### src/rtl/operand_fetch_if.sv
// operand_fetch_if: upstream, register-file read port, write snoop and execute-side signals of operand_fetch.
interface operand_fetch_if #(
    parameter int WIDTH = 32,
    parameter int N     = 32
);
    localparam int AW = $clog2(N);
    logic             in_valid;
    logic             in_ready;
    logic [AW-1:0]    in_rs1_addr;
    logic [AW-1:0]    in_rs2_addr;
    logic [AW-1:0]    in_rd_addr;
    logic             rf_read_en;
    logic [AW-1:0]    rf_read_addr;
    logic [WIDTH-1:0] rf_read_data;
    logic             wb_write_en;
    logic [AW-1:0]    wb_write_addr;
    logic [WIDTH-1:0] wb_write_data;
    logic             out_valid;
    logic             out_ready;
    logic [WIDTH-1:0] out_rs1_data;
    logic [WIDTH-1:0] out_rs2_data;
    logic [AW-1:0]    out_rd_addr;
    modport master (
        output in_valid, in_rs1_addr, in_rs2_addr, in_rd_addr, rf_read_data,
               wb_write_en, wb_write_addr, wb_write_data, out_ready,
        input  in_ready, rf_read_en, rf_read_addr, out_valid, out_rs1_data,
               out_rs2_data, out_rd_addr
    );
    modport slave (
        input  in_valid, in_rs1_addr, in_rs2_addr, in_rd_addr, rf_read_data,
               wb_write_en, wb_write_addr, wb_write_data, out_ready,
        output in_ready, rf_read_en, rf_read_addr, out_valid, out_rs1_data,
               out_rs2_data, out_rd_addr
    );
endinterface

### src/rtl/operand_fetch.sv
// operand_fetch: serializes rs1/rs2 reads on a single RF read port and hands both operands to execute.
// Define OPERAND_FETCH_BYPASS_EN to forward a same-cycle RF write into the captured operand.
module operand_fetch #(
    parameter int WIDTH = 32,
    parameter int N     = 32
) (
    input logic clk,
    input logic rst,
    operand_fetch_if.slave of_if
);
    localparam int AW = $clog2(N);
    typedef enum logic [1:0] {IDLE, RD1, RD2, HOLD} state_e;
    state_e           state_q, state_d;
    logic [AW-1:0]    rs1_q, rs1_d, rs2_q, rs2_d, rd_q, rd_d;
    logic [WIDTH-1:0] op1_q, op1_d, op2_q, op2_d, cap;
    logic             fwd, accept;
`ifdef OPERAND_FETCH_BYPASS_EN
    assign fwd = of_if.wb_write_en && of_if.wb_write_addr == of_if.rf_read_addr && of_if.rf_read_addr != '0;
`else
    assign fwd = 1'b0;
`endif
    assign cap                = of_if.rf_read_addr == '0 ? '0 : fwd ? of_if.wb_write_data : of_if.rf_read_data;
    assign of_if.in_ready     = state_q == IDLE || (state_q == HOLD && of_if.out_ready);
    assign accept             = of_if.in_ready && of_if.in_valid;
    assign of_if.rf_read_en   = state_q == RD1 || state_q == RD2;
    assign of_if.rf_read_addr = state_q == RD1 ? rs1_q : state_q == RD2 ? rs2_q : '0;
    assign of_if.out_valid    = state_q == HOLD;
    assign of_if.out_rs1_data = op1_q;
    assign of_if.out_rs2_data = op2_q;
    assign of_if.out_rd_addr  = rd_q;
    always_comb begin
        state_d = state_q;
        rs1_d   = accept ? of_if.in_rs1_addr : rs1_q;
        rs2_d   = accept ? of_if.in_rs2_addr : rs2_q;
        rd_d    = accept ? of_if.in_rd_addr : rd_q;
        op1_d   = op1_q;
        op2_d   = op2_q;
        case (state_q)
            IDLE: state_d = accept ? RD1 : IDLE;
            RD1: begin
                op1_d   = cap;
                state_d = RD2;
            end
            RD2: begin
                op2_d   = cap;
                state_d = HOLD;
            end
            default: state_d = of_if.out_ready ? (of_if.in_valid ? RD1 : IDLE) : HOLD;
        endcase
    end
    always_ff @(posedge clk) begin
        if (rst) begin
            state_q <= IDLE;
            rs1_q   <= '0;
            rs2_q   <= '0;
            rd_q    <= '0;
            op1_q   <= '0;
            op2_q   <= '0;
        end else begin
            state_q <= state_d;
            rs1_q   <= rs1_d;
            rs2_q   <= rs2_d;
            rd_q    <= rd_d;
            op1_q   <= op1_d;
            op2_q   <= op2_d;
        end
    end
endmodule

### src/flat_wrapper.sv
// flat-port wrapper written by rule: the top's interface ports become plain ports
module operand_fetch_flat 
#(
    parameter int WIDTH = 32,
    parameter int N     = 32
)
  (clk, rst, of_if_in_valid, of_if_in_rs1_addr, of_if_in_rs2_addr, of_if_in_rd_addr, of_if_rf_read_data, of_if_wb_write_en, of_if_wb_write_addr, of_if_wb_write_data, of_if_out_ready, of_if_in_ready, of_if_rf_read_en, of_if_rf_read_addr, of_if_out_valid, of_if_out_rs1_data, of_if_out_rs2_data, of_if_out_rd_addr);
  operand_fetch_if #(.WIDTH(WIDTH), .N(N)) of_if_i ();
  input logic clk;
  input logic rst;
  input wire logic [$bits(of_if_i.in_valid)-1:0] of_if_in_valid;
  input wire logic [$bits(of_if_i.in_rs1_addr)-1:0] of_if_in_rs1_addr;
  input wire logic [$bits(of_if_i.in_rs2_addr)-1:0] of_if_in_rs2_addr;
  input wire logic [$bits(of_if_i.in_rd_addr)-1:0] of_if_in_rd_addr;
  input wire logic [$bits(of_if_i.rf_read_data)-1:0] of_if_rf_read_data;
  input wire logic [$bits(of_if_i.wb_write_en)-1:0] of_if_wb_write_en;
  input wire logic [$bits(of_if_i.wb_write_addr)-1:0] of_if_wb_write_addr;
  input wire logic [$bits(of_if_i.wb_write_data)-1:0] of_if_wb_write_data;
  input wire logic [$bits(of_if_i.out_ready)-1:0] of_if_out_ready;
  output wire logic [$bits(of_if_i.in_ready)-1:0] of_if_in_ready;
  output wire logic [$bits(of_if_i.rf_read_en)-1:0] of_if_rf_read_en;
  output wire logic [$bits(of_if_i.rf_read_addr)-1:0] of_if_rf_read_addr;
  output wire logic [$bits(of_if_i.out_valid)-1:0] of_if_out_valid;
  output wire logic [$bits(of_if_i.out_rs1_data)-1:0] of_if_out_rs1_data;
  output wire logic [$bits(of_if_i.out_rs2_data)-1:0] of_if_out_rs2_data;
  output wire logic [$bits(of_if_i.out_rd_addr)-1:0] of_if_out_rd_addr;
  assign of_if_i.in_valid = of_if_in_valid;
  assign of_if_i.in_rs1_addr = of_if_in_rs1_addr;
  assign of_if_i.in_rs2_addr = of_if_in_rs2_addr;
  assign of_if_i.in_rd_addr = of_if_in_rd_addr;
  assign of_if_i.rf_read_data = of_if_rf_read_data;
  assign of_if_i.wb_write_en = of_if_wb_write_en;
  assign of_if_i.wb_write_addr = of_if_wb_write_addr;
  assign of_if_i.wb_write_data = of_if_wb_write_data;
  assign of_if_i.out_ready = of_if_out_ready;
  assign of_if_in_ready = of_if_i.in_ready;
  assign of_if_rf_read_en = of_if_i.rf_read_en;
  assign of_if_rf_read_addr = of_if_i.rf_read_addr;
  assign of_if_out_valid = of_if_i.out_valid;
  assign of_if_out_rs1_data = of_if_i.out_rs1_data;
  assign of_if_out_rs2_data = of_if_i.out_rs2_data;
  assign of_if_out_rd_addr = of_if_i.out_rd_addr;
  operand_fetch #(.WIDTH(WIDTH), .N(N)) u_core (.clk(clk), .rst(rst), .of_if(of_if_i));
endmodule
### config.mk
export PLATFORM = sky130hd
export DESIGN_NAME = operand_fetch_flat
export DESIGN_NICKNAME = d
export VERILOG_FILES = /design/src/rtl/operand_fetch_if.sv /design/src/rtl/operand_fetch.sv /design/src/flat_wrapper.sv
export SDC_FILE = /design/constraint.sdc
export NUM_CORES = 1
export LEC_CHECK = 0
export BUFFER_PORTS_ARGS = -buffer_cell sky130_fd_sc_hd__buf_2
export CAP_MARGIN = 10
export CORE_MARGIN = 1.5
export CORE_UTILIZATION = 39
export CTS_CLUSTER_DIAMETER = 80
export CTS_CLUSTER_SIZE = 28
export DETAILED_ROUTE_END_ITERATION = 8
export MAX_ROUTING_LAYER = met4
export PLACE_DENSITY = 0.7
export SLEW_MARGIN = 20
export SYNTH_ARGS = -nofsm -noshare
export SYNTH_HDL_FRONTEND = slang
export SYNTH_SLANG_ARGS = --single-unit
### constraint.sdc
create_clock -name clk -period 3 [get_ports clk]
set_input_delay 0.3 -clock clk [delete_from_list [all_inputs] [get_ports clk]]
set_output_delay 0.3 -clock clk [all_outputs]
set_load 0.02 [all_outputs]
After elaboration in Yosys (flattened, before gate mapping)
Cells that the tools add are included.
{"block": "totals", "word_cells": 22, "output_inout_bits": 77, "inputBits": 89, "reg_bits": 81}
{"block": "op_classes", "n_eq_ne": 3, "n_reduce_logical": 6, "muxes": 7}
{"op": "$mux 32", "n": 1}
{"op": "$mux 5", "n": 2}
{"op": "$pmux 2 s3", "n": 1}
{"op": "$logic_not 5->1", "n": 1}
{"op": "$eq 2x2->1 const B", "n": 2}
{"op": "$eq 2x1->1 const B", "n": 1}
{"op": "$logic_and 1x1->1", "n": 2}
{"op": "$logic_not 2->1", "n": 1}
{"op": "$logic_or 1x1->1", "n": 2}
{"op": "$mux 1", "n": 2}
{"op": "$mux 2", "n": 1}

Depth between registers and ports, before layout
Gate-level depths: netlist (run 1).
{"block": "depth", "word_depth": 6, "mapped_depth": 7, "depth_no_buf": 6}

Least setup slack after synthesis (run 1)
Ideal clock, no wire load.
{"block": "synth_path", "path_kind": "register -> register", "startpoint": "register u_core.state_q[1]", "endpoint": "register u_core.op2_q[0], in the netlist u_core.of_if.out_rs2_data[0]", "path_stages_with_launch": 8, "n_path_buf": 2, "setup_slack_ns": 0.921, "arrival_ns": 1.945, "period_less_slack_ns": 2.079, "setup_ns": 0.134, "required_time_ns": 2.866, "path_cell_list": "dfxtp_1 inv_1 ha_1 buf_2 or3_1 a222oi_1 buf_6 a211oi_1"}
{"block": "synth_via", "elab_chain_len": 5, "elab_cells_between_ends": 6, "cone_classes": "2 x eq/ne; 3 x mux; 1 x reduce/logical"}
{"element": "start: declaration", "line": "operand_fetch.sv:13", "text": "state_e state_q, state_d;"}
{"element": "start signal: assignment", "line": "operand_fetch.sv:60", "text": "state_q <= state_d;"}
{"element": "$eq 2x2->1", "line": "operand_fetch.sv:26, operand_fetch.sv:38"}
{"element": "$mux 5 (2 in series)", "line": "operand_fetch.sv:26", "text": "assign of_if.rf_read_addr = state_q == RD1 ? rs1_q : state_q == RD2 ? rs2_q : '0;"}
{"element": "$logic_not 5->1", "line": "operand_fetch.sv:22", "text": "assign cap = of_if.rf_read_addr == '0 ? '0 : fwd ? of_if.wb_write_data : of_if.rf_read_data;"}
{"element": "$mux 32", "line": "operand_fetch.sv:22"}
{"element": "end signal: assignment", "line": "operand_fetch.sv:65", "text": "op2_q <= op2_d;"}
{"element": "end: declaration", "line": "operand_fetch.sv:15", "text": "logic [WIDTH-1:0] op1_q, op1_d, op2_q, op2_d, cap;"}
Several ways; a longest one is shown, not always the timed one.
A chain may end at the register's enable or synchronous reset.

Final worst setup path (run 1)
{"block": "layout_path", "startpoint": "register u_core.state_q[0]", "endpoint": "output of_if_in_ready"}
{"block": "layout_via", "elab_chain_len": 3, "elab_cells_between_ends": 4, "cone_classes": "1 x eq/ne; 3 x reduce/logical"}
{"element": "$eq 2x2->1", "line": "operand_fetch.sv:23", "text": "assign of_if.in_ready = state_q == IDLE || (state_q == HOLD && of_if.out_ready);"}
{"element": "$logic_and 1x1->1", "line": "operand_fetch.sv:23"}
{"element": "$logic_or 1x1->1 (*)", "line": "operand_fetch.sv:23"}
{"element": "end: declaration", "line": "flat_wrapper.sv:20", "text": "output wire logic [$bits(of_if_i.in_ready)-1:0] of_if_in_ready;"}
Mark *: on every way between the ends. The rest lies on a longest branch, timed or not.

==> results.md, run 1 <==
Outcome:
- The flow ran to the end, and the final reports show no timing, DRC or antenna violations.

Clock tree:
- The number of gates resized after CTS was 0.
- The post-CTS setup-driven buffer insertion count is 0.
- The H-tree generated during clock tree synthesis spans 3 levels.
- The sink count of the clock tree is 81.
- The longest clock path from root to sink contains 2 buffers.
- The hold buffer count at cts is 0.
- The tree is rooted in a sky130_fd_sc_hd__clkbuf_8.
- The CTS buffer count is 9.
- The clock latency on the worst-skew pair is 0.34 ns.
- TritonCTS built the clock tree.
- After clock tree synthesis, the clock-pin slew on the worst setup and hold paths is 0.08 ns.

Yosys:
- The post-synthesis simple-gate area fraction is 0.07435.
- Of the post-synthesis cell area, the part taken by muxes is 0.2024.
- The synthesized-area fraction occupied by adder cells is 0.01946.
- The share of the Yosys chip area taken by registers is 0.5045.
- The synthesized netlist net count is 407.
- For this run, the number of Yosys warnings is 0.
- The number of synthesized register bits is 81.
- In this run the cell area of the synthesized design comes to 3214 sq um.
- The fraction of the mapped netlist area in compound gates is 0.1499.
- By area, the combinational part of the netlist is dominated by multiplexers.
- The fraction of synthesized cell area in xor and xnor cells is 0.
- The per-instance average area after synthesis is 10.27 sq um.
- The distinct cell type count after synthesis is 24.
- The post-synthesis cell count is 313.

Floorplan:
- The starting utilization of the core area is 0.4096.
- In this run the core area contains 32 standard-cell rows.
- The standard cell core area is 7848 sq um.
- The number of ports placed on the die boundary is 166.
- In this run the horizontal extent of the chip is 93.79 um.
- The floorplan step defined a die boundary enclosing 8796 sq um.
- The die boundary height is 93.79 um.

STA:
- The final critical-path required period is 2.183 ns.
- The final-report hold violation count is 0.
- Headroom to the max-slew limit came out at 0.4929.
- The number of max-slew violations in the final report came to 0.
- The final clock skew is 0.008722 ns.
- Dividing the final minimum period by the clock period gives 0.7278.
- Adding up every negative setup slack in the final design gives 0 ns.
- Derived from the worst setup path, the maximum achievable clock frequency is 458.0 MHz.
- Setup violations remaining at the end of the flow were counted as 0.
- Setup repair after global routing left no endpoint under its margin.
- The slew of the pin with the lowest slew margin is 0.7606 ns.

Cells and area:
- The number of inserted filler cells in the final layout is 754.
- The final layout net count is 524.
- In the layout the commonest cells are sky130_fd_sc_hd__buf_2 (127), sky130_fd_sc_hd__dfxtp_1 (81), sky130_fd_sc_hd__mux2i_1 (65), sky130_fd_sc_hd__a211oi_1 (33), sky130_fd_sc_hd__nor2_1 (33).
- The repair_antennas step left the layout with diodes totalling 0.
- The footprint of the multi-input gates is 1439 sq um.
- In the final layout, the share of cells above drive strength 1 is 0.3517.
- In the final layout, flip-flops and latches occupy 1622 sq um.
- The commonest non-fill, non-tap cell in the layout is sky130_fd_sc_hd__buf_2.
- The growth of design area from synthesis to finish is 27.64%.

Setup path:
- The class of the most critical setup path is reg -> out.
- Walking the worst path, the cells encountered are inv_1 > ha_1 > a21oi_1 > buf_4 > inv_1 > buf_2.
- By instance count, the cell type seen most on the critical path is sky130_fd_sc_hd__inv_1.
- Data on the critical path is required at its endpoint by 2.70 ns.
- Along the worst path, the maximum fanout reaches 16.
- The delay of the slowest cell on the worst path is 0.40 ns.
- The slowest stage of the critical path is the sky130_fd_sc_hd__dfxtp_1 cell.
- STA classifies the critical path startpoint as a flop.
- The worst endpoint data arrival time is 1.88 ns.
- The endpoint type of the worst setup path is a primary output.
- Setup slack on the worst reg-to-reg path comes out at 1.00 ns.

Routing:
- The number of search-and-repair iterations in the first detailed-routing pass is 4.
- In this run, the number of DRC markers left after iteration 0 of detailed routing was 79.
- The total DRC errors in the routed layout is 0.
- The via count is 2,760.
- The overall routed net length is 7837 um.
- In the final routed layout, each cell accounts on average for 14.59 um.
- The detail route stage leaves a number of antenna-violating nets equal to 0.
- The via count normalized by instance count is 5.140.

Global routing:
- The overall global routing resource usage is 0.1850.
- The initial antenna violation count is 0.
- The via count of the first global-routing pass was 2,635.
- The maximum number of pins on one net before global-route repair is 50.
- The first global-routing pass estimated 12,520 um of wire.
- After global routing the overflow that remains totals 0.

Place:
- The weighted congestion at the end of routability-driven global placement is 0.8094.
- The estimated wirelength of the detail-placed design is 5288 um.
- The count of port buffers added during placement is 127.

Worst hold path:
- The tightest min-delay check is of the in -> reg type.

Power:
- The design draws 3.466 mW.
- Of the total power, the share spent switching nets is 0.3778.
- The clock share of power is 0.225.
- Summed over all cells, the static leakage comes to 1.783 nW.
- The areal power density over the cells is 844.9 nW/um^2.
- The combinational cell fraction of total power is 0.385.
- The internal portion of the total power is 2.157 mW.
- The part of the total power dissipated in sequential elements is 0.391.
- In this run the power spent charging and discharging nets is 1.310 mW.
- Across the VDD grid, the largest voltage drop is 0.4559 mV.

Flow run:
- The number of max-capacitance violations reported is 0.
-- path summary, 6_finish.rpt --
check,from,endpoint,cells past startpoint
setup / recovery,u_core.state_q[0],of_if_in_ready,6
hold / removal,of_if_out_ready,u_core.state_q[0],2
setup reg to reg,u_core.state_q[1],u_core.of_if.out_rs1_data[23],5
hold reg to reg,u_core.of_if.out_rd_addr[1],u_core.of_if.out_rd_addr[1],2
-- cell usage after synthesis (all sizes together) --
cell,n,area (sq um)
nor2,33,123.9
or3b,1,8.760
nor4,1,6.260
o21a,1,7.510
o21ai,15,75.07
inv,6,22.52
nand3,15,75.07
a21oi,16,80.08
mux2i,65,650.6
a311oi,1,8.760
a222oi,1,10.01
a31o,1,8.760
or3,1,6.260
a22o,5,43.79
clkbuf,18,67.56
buf,11,68.81
dfxtp,81,1622
nor2b,1,6.260
a211oi,33,247.7
nor3b,1,7.510
ha,5,62.56
nor3,1,5.000
-- flip-flops by register name (all words and copies together), names as in the netlist --
name,cells
u_core.of_if.out_rs2_data,32
u_core.of_if.out_rs1_data,32
u_core.of_if.out_rd_addr,5
u_core.rs1_q,5
u_core.state_q,2
u_core.rs2_q,5
-- critical path: cells and delay by family (launching register included) --
family,cells,cell delay [ns]
flip-flops,1,0.40
buffers and inverters,4,0.79
adder cells (fa/ha/maj),1,0.22
AO/OA/AOI/OAI,1,0.14
-- power by group through the flow --
stage | logic [mW] | registers, mW | clock network (mW)
floorplan | 0.800 | 1.56 | 0
global route | 1.45 | 1.38 | 0.851
detailed placement | 1.35 | 1.38 | 0
CTS | 1.35 | 1.36 | 0.800
finish | 1.33 | 1.35 | 0.779
global placement | 1.32 | 1.37 | 0
-- final cells by class --
type | count | share of cell area
well taps | 102 | 0.03111
repair buffers | 135 | 0.1696
multi-input cells | 197 | 0.3507
clock inverters | 5 | 0.01342
inverters | 6 | 0.005489
flip-flops and latches | 81 | 0.3952
clock buffers | 11 | 0.03446
-- per-layer routing --
layer | GRT usage | part of all wire
met1 | 0.2345 | 0.47
met2 | 0.2911 | 0.47
met3 | 0.03722 | 0.047
met4 | 0.07090 | 0.016
met5 | - | 0
-- cells by family (layout without fill, tap and decap cells) --
| kind of cell | count (synthesis) | count (layout) |
|---|---|---|
| DFF | 81 | 81 |
| AOI/OAI and AO/OA | 73 | 73 |
| muxes | 65 | 65 |
| and+or+nand+nor | 54 | 54 |
| buffers and inverters | 35 | 157 |
| adders and majority gates | 5 | 5 |
-- through the flow --
step | area (sq um) | instances | worst slack [ns] | util | hold slack (ns)
floorplan | 3214 | 313 | 0.9206 | - | 0.4209
global placement | 3906 | 521 | 1.090 | 0.4978 | 0.4609
detailed placement | 3906 | 521 | 0.9900 | 0.4978 | 0.4664
CTS | 4103 | 537 | 0.7882 | 0.5228 | 0.1716
global route | 4103 | 537 | 0.6457 | 0.5228 | 0.1862
finish | 4103 | 537 | 0.8167 | 0.5228 | 0.1940
Note: power is estimated with default switching activity, not from simulation.
==> inputs of run 2 (changes only) <==
==> constraint.sdc (replaced) <==
create_clock -name clk -period 2.05 [get_ports clk]
set_input_delay 0.205 -clock clk [delete_from_list [all_inputs] [get_ports clk]]
set_output_delay 0.205 -clock clk [all_outputs]
set_load 0.02 [all_outputs]
==> run 2 against run 1 <==
Compared with the run above:
- worst setup slack worse by 0.71 ns
- final cell count is 0.74% higher
- clock skew is 0.0015 ns higher
- final area is 0.92% higher
- via count is 1.7% lower
- worst hold slack worse by 0.092 ns
- flip-flop and latch count stayed put
- largest power group is now combinational cells
- highest routed layer unchanged
==> results.md, run 2 (synthesis gave the netlist of run 1 again) <==
Outcome:
- The flow ran to the end, and the final reports show no timing, DRC or antenna violations.

Setup path:
- Of all nets on the critical path, the largest fanout is 16.
- On the critical path, the stage with the largest delay is an instance of sky130_fd_sc_hd__dfxtp_2.
- The critical path goes through inv_1 > ha_2 > buf_6 > nor2b_2 > buf_4 > a22o_1 > buf_2.
- The class of the most critical setup path is reg -> out.
- The endpoint type of the worst setup path is a primary output.
- Together, buffers and inverters on the worst path number 4.
- Data on the critical path is required at its endpoint by 1.85 ns.
- The kind of cell adding the most delay to the critical path is buffers and inverters.
- STA classifies the critical path startpoint as a flop.
- The delay of the slowest cell on the worst path is 0.34 ns.
- Data on the critical path arrives at its endpoint at 1.74 ns.

Cells and area:
- The net count of the finished layout is 528.
- In the layout the commonest cells are sky130_fd_sc_hd__buf_2 (127), sky130_fd_sc_hd__dfxtp_1 (80), sky130_fd_sc_hd__mux2i_1 (65), sky130_fd_sc_hd__a211oi_1 (33), sky130_fd_sc_hd__nor2_1 (33).
- For this run, the share of the core covered by cells in the final layout is 0.5276.
- The number of diodes is 0.
- From synthesis to final layout, the design area changed by 28.80%.
- The fraction of final layout cells with drive strength greater than 1 is 0.3645.
- The commonest non-fill, non-tap cell in the layout is sky130_fd_sc_hd__buf_2.

Routing:
- For this block, the initial DRC count from the detailed router was 74.
- For this run, design rule violations remaining after detail routing come to 0.
- The number of routed nets with antenna violations is 0.
- Dividing the detail-routed via count by the number of cells gives 5.017.
- The first detailed-routing pass ran for 5 iterations.
- The routed wire length per instance is 14.29 um.
- For this block, the via count after detailed routing is 2,714.
- Wires add up to 7731 um.

Clock tree:
- At the later pin of the worst-skew pair, clock insertion delay measures 0.33 ns.
- The post-CTS setup-driven buffer insertion count is 0.
- In this run the deepest clock path goes through 2 buffers.
- The cell at the root of the clock tree is sky130_fd_sc_hd__clkbuf_8.
- The CTS tree is yes.
- Buffers inserted during clock tree synthesis total 9.
- The sink count of the clock tree is 81.
- The H-tree depth reported by CTS is 3.
- Clock-pin slew was measured on the worst setup and hold paths at 0.08 ns.

Floorplan:
- During I/O placement, the number of pins put on the boundary was 166.
- From left edge to right edge, the die measures 93.79 um.
- The die boundary height is 93.79 um.
- The standard-cell row count is 32.
- The die area is 8796 sq um.
- The floorplan step defined a core boundary enclosing 7848 sq um.
- For this configuration, the core starts out at a cell density of 0.4096.

STA:
- Of the available clock period, the critical path in the final layout requires 0.9490.
- The upper clock frequency limit is 514.0 MHz.
- The final-report hold violation count is 0.
- The number of max-slew violations in the final report was 0.
- The final critical-path required period is 1.945 ns.
- In this run the tightest slew margin relative to its limit is 0.5087.
- Setup repair after global routing left no endpoint under its margin.
- The setup-violating endpoint count in the final report is 0.
- In the final timing run, aggregate negative setup slack is 0 ns.
- The final clock skew is 0.01018 ns.
- The worst hold slack across all endpoints is 0.1019 ns.
- The slew of the pin with the lowest slew margin is 0.7370 ns.

Global routing:
- The initial antenna violation count is 0.
- The maximum number of pins on one net before global-route repair is 50.
- Global routing finished with a remaining overflow of 0.
- The via count of the first global-routing pass is 2,753.
- In the global route stage, overall resource usage came out at 0.1860.
- The first global-routing pass estimated 12,650 um of wire.

Power:
- The total power is 5.127 mW.
- The largest voltage drop on the vdd net is 0.6083 mV.
- For this design the static power due to leakage is 1.804 nW.
- For this design the ratio of total power to cell area is 1238 nW/um^2.

Worst hold path:
- In this run the worst hold path is classified as in -> reg.

Place:
- The count of port buffers added during placement is 127.
- The estimated wirelength of the detail-placed design is 5452 um.
- The weighted congestion at the end of routability-driven global placement is 0.7429.

Flow run:
- The number of max-capacitance violations reported is 0.
[run 2: cell count changes in the layout (fill, tap and decap cells not counted)]
| cell | change |
|---|---|
| sky130_fd_sc_hd__buf_4 | +3 |
| sky130_fd_sc_hd__buf_6 | +1 |
| sky130_fd_sc_hd__inv_2 | +1 |
| sky130_fd_sc_hd__nor2b_2 | +1 |
| sky130_fd_sc_hd__inv_1 | -1 |
| sky130_fd_sc_hd__dfxtp_2 | +1 |
| sky130_fd_sc_hd__dfxtp_1 | -1 |
| sky130_fd_sc_hd__nor2b_1 | -1 |
[run 2: repair_timing]
item,CTS,global route
hold buffers,0,0
resized for setup,0,3
setup endpoints to repair,0,25
[run 2: path summary, 6_finish.rpt]
kind / cells past startpoint / slack, ns / to / startpoint
max reg2reg: 6 / 0.15 / u_core.of_if.out_rs2_data[2] / u_core.state_q[1]
min: 2 / 0.10 / u_core.state_q[0] / of_if_out_ready
min reg2reg: 2 / 0.49 / u_core.of_if.out_rd_addr[2] / u_core.of_if.out_rd_addr[2]
max: 7 / 0.10 / of_if_rf_read_addr[0] / u_core.state_q[1]
[run 2: per-stage QoR]
stage / setup slack [ns] / std cells / instance area, sq um
6_report: 0.1046 / 541 / 4140
5_1_grt: 0.003058 / 541 / 4140
4_1_cts: 0.01288 / 541 / 4134
3_5_place_dp: 0.1240 / 525 / 3938
3_3_place_gp: 0.1699 / 525 / 3938
2_1_floorplan: 0.03174 / 313 / 3217
[run 2: cell type report]
| class | instances | area, sq um |
|---|---|---|
| well taps | 102 | 127.6 |
| fillers | 756 | 3707 |
| flip-flops and latches | 81 | 1623 |
| multi-input cells | 197 | 1441 |
| clock buffers | 11 | 141.4 |
| repair buffers | 139 | 729.5 |
| inverters | 6 | 22.52 |
| clock inverters | 5 | 55.05 |
[run 2: per-layer routing]
layer,GRT usage,vias to the layer above,part of all wire
li1,-,1366,-
met5,-,-,0
met1,0.2182,1254,0.46
met3,0.03964,7,0.052
met4,0.06219,0,0.010
met2,0.3164,87,0.48
[run 2: worst reg2reg max path, cell delays in order (launching register included)]
cell and delay [ns]:
sky130_fd_sc_hd__dfxtp_2 0.34, sky130_fd_sc_hd__inv_1 0.09, sky130_fd_sc_hd__ha_2 0.21, sky130_fd_sc_hd__or3b_1 0.35
sky130_fd_sc_hd__a222oi_1 0.35, sky130_fd_sc_hd__buf_4 0.31, sky130_fd_sc_hd__a211oi_1 0.11
[run 2: power breakdown]
part,switching (mW),total (mW),internal [mW]
clock,0.553,1.15,0.593
sequential,0.146,1.99,1.84
combinational,1.23,2.00,0.765
